$ cat config.mk
export PLATFORM = sky130hd
export DESIGN_NAME = control_unit
export DESIGN_NICKNAME = d
export VERILOG_FILES = /design/src/rtl/cpu_pkg.sv /design/src/rtl/control_unit.sv
export SDC_FILE = /design/constraint.sdc
export NUM_CORES = 1
export LEC_CHECK = 0
export CAP_MARGIN = 10
export CORE_MARGIN = 4
export CORE_UTILIZATION = 53
export DETAILED_ROUTE_END_ITERATION = 12
export PLACE_DENSITY = 0.83
export SLEW_MARGIN = 20
export SYNTH_ARGS = -nofsm -noshare
export SYNTH_HDL_FRONTEND = slang
export SYNTH_SLANG_ARGS = --single-unit
$ cat constraint.sdc
create_clock -name i_clk -period 3.92 [get_ports i_clk]
set_input_delay 0.392 -clock i_clk [delete_from_list [all_inputs] [get_ports i_clk]]
set_output_delay 0.392 -clock i_clk [all_outputs]
set_load 0.02 [all_outputs]
$ cat src/rtl/cpu_pkg.sv
// rtl/cpu_pkg.sv - shared encodings for the accumulator CPU sequencer
// Purpose: opcode, ALU function and FSM state encodings, plus the
//          opcode-to-ALU-function mapping used by control_unit.
// Ports:   none (package).
package cpu_pkg;

    localparam logic [2:0] OP_ADD = 3'b000;
    localparam logic [2:0] OP_SUB = 3'b001;
    localparam logic [2:0] OP_LDA = 3'b010;
    localparam logic [2:0] OP_CLR = 3'b011;
    localparam logic [2:0] OP_STA = 3'b100;
    localparam logic [2:0] OP_JMP = 3'b101;
    localparam logic [2:0] OP_JZ  = 3'b110;
    localparam logic [2:0] OP_HLT = 3'b111;

    localparam logic [1:0] F_ADD  = 2'b00;
    localparam logic [1:0] F_SUB  = 2'b01;
    localparam logic [1:0] F_PASS = 2'b10;
    localparam logic [1:0] F_ZERO = 2'b11;

    localparam logic [2:0] S_FETCH   = 3'd0;
    localparam logic [2:0] S_DECODE  = 3'd1;
    localparam logic [2:0] S_OPERAND = 3'd2;
    localparam logic [2:0] S_EXEC    = 3'd3;
    localparam logic [2:0] S_WB      = 3'd4;
    localparam logic [2:0] S_STORE   = 3'd5;
    localparam logic [2:0] S_HALT    = 3'd6;

    // Only ADD/SUB/LDA need a real ALU operation; everything else (CLR
    // included) uses the ZERO code, which doubles as the idle code.
    function automatic logic [1:0] op_to_func(input logic [2:0] op);
        case (op)
            OP_ADD:  return F_ADD;
            OP_SUB:  return F_SUB;
            OP_LDA:  return F_PASS;
            default: return F_ZERO;
        endcase
    endfunction

endpackage

$ cat src/rtl/control_unit.sv
// rtl/control_unit.sv - multi-cycle fetch/decode/execute sequencer
// Purpose: fetches instructions over a req/ack memory handshake, decodes
//          them, fetches operands and drives the ALU function code and
//          the accumulator load strobe.
// Ports:   i_clk, i_reset (sync, active high)
//          i_mem_rdata/i_mem_ack  memory read data and completion
//          i_acc_zero             accumulator equals zero
//          o_mem_req/o_mem_we/o_mem_addr  memory request
//          o_alu_in1/o_alu_func   ALU operand and function code
//          o_acc_load             accumulator capture strobe
//          o_pc, o_halted         program counter, core stopped
module control_unit
    import cpu_pkg::*;
#(
    parameter int ADDR_W = 5,
    parameter int DATA_W = 8
) (
    input  logic              i_clk,
    input  logic              i_reset,
    input  logic [DATA_W-1:0] i_mem_rdata,
    input  logic              i_mem_ack,
    input  logic              i_acc_zero,
    output logic              o_mem_req,
    output logic              o_mem_we,
    output logic [ADDR_W-1:0] o_mem_addr,
    output logic [DATA_W-1:0] o_alu_in1,
    output logic [1:0]        o_alu_func,
    output logic              o_acc_load,
    output logic [ADDR_W-1:0] o_pc,
    output logic              o_halted
);

    logic [2:0]        r_state;
    logic [ADDR_W-1:0] r_pc;
    logic [DATA_W-1:0] r_ir;
    logic [DATA_W-1:0] r_alu_in1;

    logic              r_mem_req;
    logic              r_mem_we;
    logic [ADDR_W-1:0] r_mem_addr;
    logic [1:0]        r_alu_func;
    logic              r_acc_load;
    logic              r_halted;

    logic [2:0]        w_state_next;
    logic [ADDR_W-1:0] w_pc_next;
    logic [DATA_W-1:0] w_ir_next;
    logic [DATA_W-1:0] w_alu_in1_next;
    logic [2:0]        w_opcode;
    logic [ADDR_W-1:0] w_operand;
    logic              w_ack;
    logic              w_next_req;

    assign w_opcode  = r_ir[DATA_W-1 -: 3];
    assign w_operand = r_ir[ADDR_W-1:0];

    // The state is FETCH during the cycle right after reset release, but
    // no request is out yet; gating with the registered request keeps a
    // stray ack from being taken as a completed fetch.
    assign w_ack = i_mem_ack & r_mem_req;

    always_comb begin
        w_state_next   = r_state;
        w_pc_next      = r_pc;
        w_ir_next      = r_ir;
        w_alu_in1_next = r_alu_in1;
        case (r_state)
            S_FETCH: begin
                if (w_ack) begin
                    w_ir_next    = i_mem_rdata;
                    w_pc_next    = r_pc + ADDR_W'(1);
                    w_state_next = S_DECODE;
                end
            end
            S_DECODE: begin
                case (w_opcode)
                    OP_ADD, OP_SUB, OP_LDA: w_state_next = S_OPERAND;
                    OP_CLR:                 w_state_next = S_EXEC;
                    OP_STA:                 w_state_next = S_STORE;
                    OP_JMP: begin
                        w_pc_next    = w_operand;
                        w_state_next = S_FETCH;
                    end
                    OP_JZ: begin
                        if (i_acc_zero) begin
                            w_pc_next = w_operand;
                        end
                        w_state_next = S_FETCH;
                    end
                    default:                w_state_next = S_HALT;
                endcase
            end
            S_OPERAND: begin
                if (w_ack) begin
                    w_alu_in1_next = i_mem_rdata;
                    w_state_next   = S_EXEC;
                end
            end
            S_EXEC:  w_state_next = S_WB;
            S_WB:    w_state_next = S_FETCH;
            S_STORE: begin
                if (w_ack) begin
                    w_state_next = S_FETCH;
                end
            end
            S_HALT:  w_state_next = S_HALT;
            default: w_state_next = S_FETCH;
        endcase
    end

    assign w_next_req = (w_state_next == S_FETCH) ||
                        (w_state_next == S_OPERAND) ||
                        (w_state_next == S_STORE);

    // Outputs are registered from the next state so each one is a clean
    // flop decode of the state being entered; mem_req therefore never
    // depends combinationally on mem_ack.
    always_ff @(posedge i_clk) begin
        if (i_reset) begin
            r_state    <= S_FETCH;
            r_pc       <= '0;
            r_ir       <= '0;
            r_alu_in1  <= '0;
            r_mem_req  <= 1'b0;
            r_mem_we   <= 1'b0;
            r_mem_addr <= '0;
            r_alu_func <= F_ZERO;
            r_acc_load <= 1'b0;
            r_halted   <= 1'b0;
        end else begin
            r_state    <= w_state_next;
            r_pc       <= w_pc_next;
            r_ir       <= w_ir_next;
            r_alu_in1  <= w_alu_in1_next;
            r_mem_req  <= w_next_req;
            r_mem_we   <= (w_state_next == S_STORE);
            r_mem_addr <= (w_state_next == S_FETCH) ? w_pc_next
                                                    : w_ir_next[ADDR_W-1:0];
            // ZERO is the idle code so every ADD/SUB/LDA produces a func
            // change on entry to EXEC, which is what triggers the ALU.
            r_alu_func <= ((w_state_next == S_EXEC) || (w_state_next == S_WB))
                          ? op_to_func(w_ir_next[DATA_W-1 -: 3]) : F_ZERO;
            r_acc_load <= (w_state_next == S_WB);
            r_halted   <= (w_state_next == S_HALT);
        end
    end

    assign o_mem_req  = r_mem_req;
    assign o_mem_we   = r_mem_we;
    assign o_mem_addr = r_mem_addr;
    assign o_alu_in1  = r_alu_in1;
    assign o_alu_func = r_alu_func;
    assign o_acc_load = r_acc_load;
    assign o_pc       = r_pc;
    assign o_halted   = r_halted;

endmodule

==> results.sh <==
export IMPL_drc_errors=0
export IMPL_initial_utilization_pct=57.1
export IMPL_fmax_ghz=0.435
export IMPL_synth_nets=196
export IMPL_place_congestion=0.860
export IMPL_ys_warn_count=0
export IMPL_hold_buffers=0
export IMPL_p_per_area_nw_per_um2=336
export IMPL_areaGrowthSynthToFinish_pct=24.0
export IMPL_setup_violations=0
export IMPL_synth_cell_types=44
export IMPL_worstSetupEndpointType="flop"
export IMPL_die_area_um2=4030
export IMPL_grt_ovfl_total=0
export IMPL_drtIter0Drc=123
export IMPL_r2r_end="o_mem_addr[1]"
export IMPL_slowest_stage="dfxtp_1"
export IMPL_cts_max_path_buffers=2
export IMPL_synth_seq_cells=35
export IMPL_period_minus_slack_ns=2.30
export IMPL_crit_chain="and4bb_2, nor2b_1, buf_4, mux2i_1, nor2_1, mux2_2"
export IMPL_yosys_top_cells_area="dfxtp_1, mux2i_1, nand2_1, nor2_1, a21oi_1"
export IMPL_num_io_pins=36
export IMPL_antenna_found_initial=0
export IMPL_grt_usage_pct=22.6
export IMPL_status="complete, no violations"
export IMPL_antenna_cells=0
export IMPL_synth_compound_area_share_pct=17.6
export IMPL_fin_skew_ns=0.0151
export IMPL_cap_violations=0
export IMPL_port_buffer_count=35
export IMPL_grt_max_degree=20
export IMPL_regArea_um2=701
export IMPL_synthAdderAreaFrac_pct=0.767
export IMPL_avgSynthCellArea_um2=8.91
export IMPL_viasPerCell=6.17
export IMPL_clock_latency_ns=0.35
export IMPL_yosysTopAreaCell="dfxtp_1"
export IMPL_final_layout_size_suffix_gt1_share_pct=8.37
export IMPL_endpoint="o_mem_addr[1]"
export IMPL_cts_made_buffers=5
export IMPL_p_leak_uw=0.000760
export IMPL_syn_area_um2=1630
export IMPL_cts_htree_levels=2
export IMPL_timing_rr_start="r_state[1]"
export IMPL_cp_required_ns=4.16
export IMPL_path_max_fanout=18
export IMPL_synthSimpleGateAreaFrac_pct=23.0
export IMPL_crit_buf_inv=1
export IMPL_cts_tree="built"
export IMPL_r2r_setup_slack_ns=1.62
export IMPL_postCtsSetupBuffers=0
export IMPL_drtPass1Iterations=5
export IMPL_fin_tns_setup_ns=0
export IMPL_root_buffer="clkbuf_4"
export IMPL_critPathKind="reg2reg"
export IMPL_nNetsFinal=227
export IMPL_hold_viol_final=0
export IMPL_worst_path_stages=6
export IMPL_cts_sinks=35
export IMPL_crit_family="simple AND/OR/NAND/NOR gates"
export IMPL_hp_class="reg2reg"
export IMPL_crit_start="r_state[1]"
export IMPL_ant_nets=0
export IMPL_tightest_slew_ns=0.631
export IMPL_multi_input_comb_area_um2=856
export IMPL_grt_pass1_wl_mm=7.18
export IMPL_reg2regPathDepth=6
export IMPL_worstSetupStartpointType="flop"
export IMPL_synth_top_family_by_area="simple AND/OR/NAND/NOR gates"
export IMPL_grt_pass1_vias=1531
export IMPL_max_stage_delay_ns=0.52
export IMPL_fp_dieH_um=63.5
export IMPL_rsz0062_at_grt="no"
export IMPL_finalCritPeriodShare_pct=58.7
export IMPL_cts_resized_gates=0
export IMPL_maxSlewViolCount=0
export IMPL_final_cell_mix="clkdlybuf4s50_1, dfxtp_1, nand2_1"
export IMPL_clkTransAtPathRegs_ns=0.11
export IMPL_dp_hpwl_mm=3.05
export IMPL_synthMuxAreaShare_pct=8.98
export IMPL_synthXorXnorAreaFrac_pct=2.15
export IMPL_die_w_um=63.5
export IMPL_ir_worst_vdd_uv=241
export IMPL_wl_mm=4.33
export IMPL_worst_ep_arrival_time_ns=2.54
export IMPL_syn_inst=183
export IMPL_fp_row_count=19
export IMPL_postLayoutCoreUtil_pct=70.9
export IMPL_yosys_area_top_type_share_pct=43.0
export IMPL_max_slew_margin_pct=57.7
export IMPL_via_count=1519
export IMPL_post_drt_wl_per_cell_um=17.6
export IMPL_nFillCells=235
export IMPL_core_um2=2850
export IMPL_ys_seq_area_share_pct=43.0
worst min path at each step:
| stage | start | to | cells after the start |
|---|---|---|---|
| 2_1_floorplan | r_ir[2] | o_pc[2] | 2 |
| 3_3_place_gp | o_alu_in1[5] | o_alu_in1[5] | 2 |
| 3_5_place_dp | o_alu_in1[0] | o_alu_in1[0] | 2 |
| 4_1_cts | o_alu_in1[0] | o_alu_in1[0] | 2 |
| 5_1_grt | o_alu_in1[7] | o_alu_in1[7] | 2 |
| 6_report | o_alu_in1[0] | o_alu_in1[0] | 2 |
flip-flops by register name (all words and copies together) (netlist names), 2 cells and up:
name	cells
r_state	3
o_alu_in1	8
o_mem_addr	5
r_ir	8
o_alu_func	2
o_pc	5
routing by layer:
metal	vias to the layer above	global-route usage [%]	part of all wire, %
li1	714	-	-
met1	707	26.7	40
met2	77	36.8	49
met3	21	6.93	6.3
met4	0	11.6	3.9
met5	-	0	0
cells by family after synthesis:
group                      count (synthesis)
DFF                                       35
xor gates and xnor gates                   4
and+or+nand+nor                           73
muxes                                     14
AOI/OAI and AO/OA                         41
adders and majority gates                  1
buffers and inverters                     15
synth_stat cells (all sizes together):
| master | instances |
|---|---|
| nor2b | 7 |
| o311a | 1 |
| and3 | 2 |
| and2 | 2 |
| o21ba | 1 |
| ha | 1 |
| o21a | 3 |
| o21ai | 5 |
| a31oi | 1 |
| and4bb | 1 |
| nand3 | 10 |
| and4 | 1 |
| or3 | 1 |
| o211a | 1 |
| nand3b | 2 |
| o31a | 1 |
| a311o | 1 |
| mux2 | 5 |
| nand2 | 20 |
| inv | 2 |
| a21o | 1 |
| nor3b | 2 |
| xor2 | 2 |
| o22a | 3 |
| dfxtp | 35 |
| and3b | 1 |
| nor2 | 18 |
| or3b | 1 |
| nand2b | 1 |
| a211oi | 3 |
| a21oi | 12 |
| xnor2 | 2 |
| a32o | 3 |
| nor3 | 2 |
| a22oi | 1 |
| mux2i | 9 |
| o211ai | 4 |
| clkbuf | 8 |
| buf | 5 |
| nand4 | 2 |
stage by stage:
stage	hold WS, ns	total power (uW)	instance area (um^2)	cells	worst slack [ns]
detailed placement	0.448	490	1970	238	1.43
floorplan	0.475	451	1630	183	2.23
global route	0.504	714	2020	246	1.50
global placement	0.444	486	1970	238	1.49
CTS	0.465	685	2020	246	1.65
finish	0.463	680	2020	246	1.62
final cells by class:
cell class,instances,share of cell area [%]
Multi-Input combinational cell,133,42.3
Timing Repair Buffer,37,18.1
Tap cell,31,1.92
Clock buffer,6,2.04
Clock inverter,2,0.619
Inverter,2,0.371
Sequential cell,35,34.7
tightest hold or removal path, delay by kind of cell, from the launching register on:
| family | cells | cell delay (ns) |
|---|---|---|
| and+or+nand+nor | 1 | 0.05 |
| AOI/OAI and AO/OA | 1 | 0.05 |
| DFF | 1 | 0.33 |
report_power, final:
part	internal (uW)	switching (uW)	total, uW
combinational	47.4	52.6	100
sequential	368	17.8	385
clock	69.1	125	195
Power figures use the tool's default switching activity.
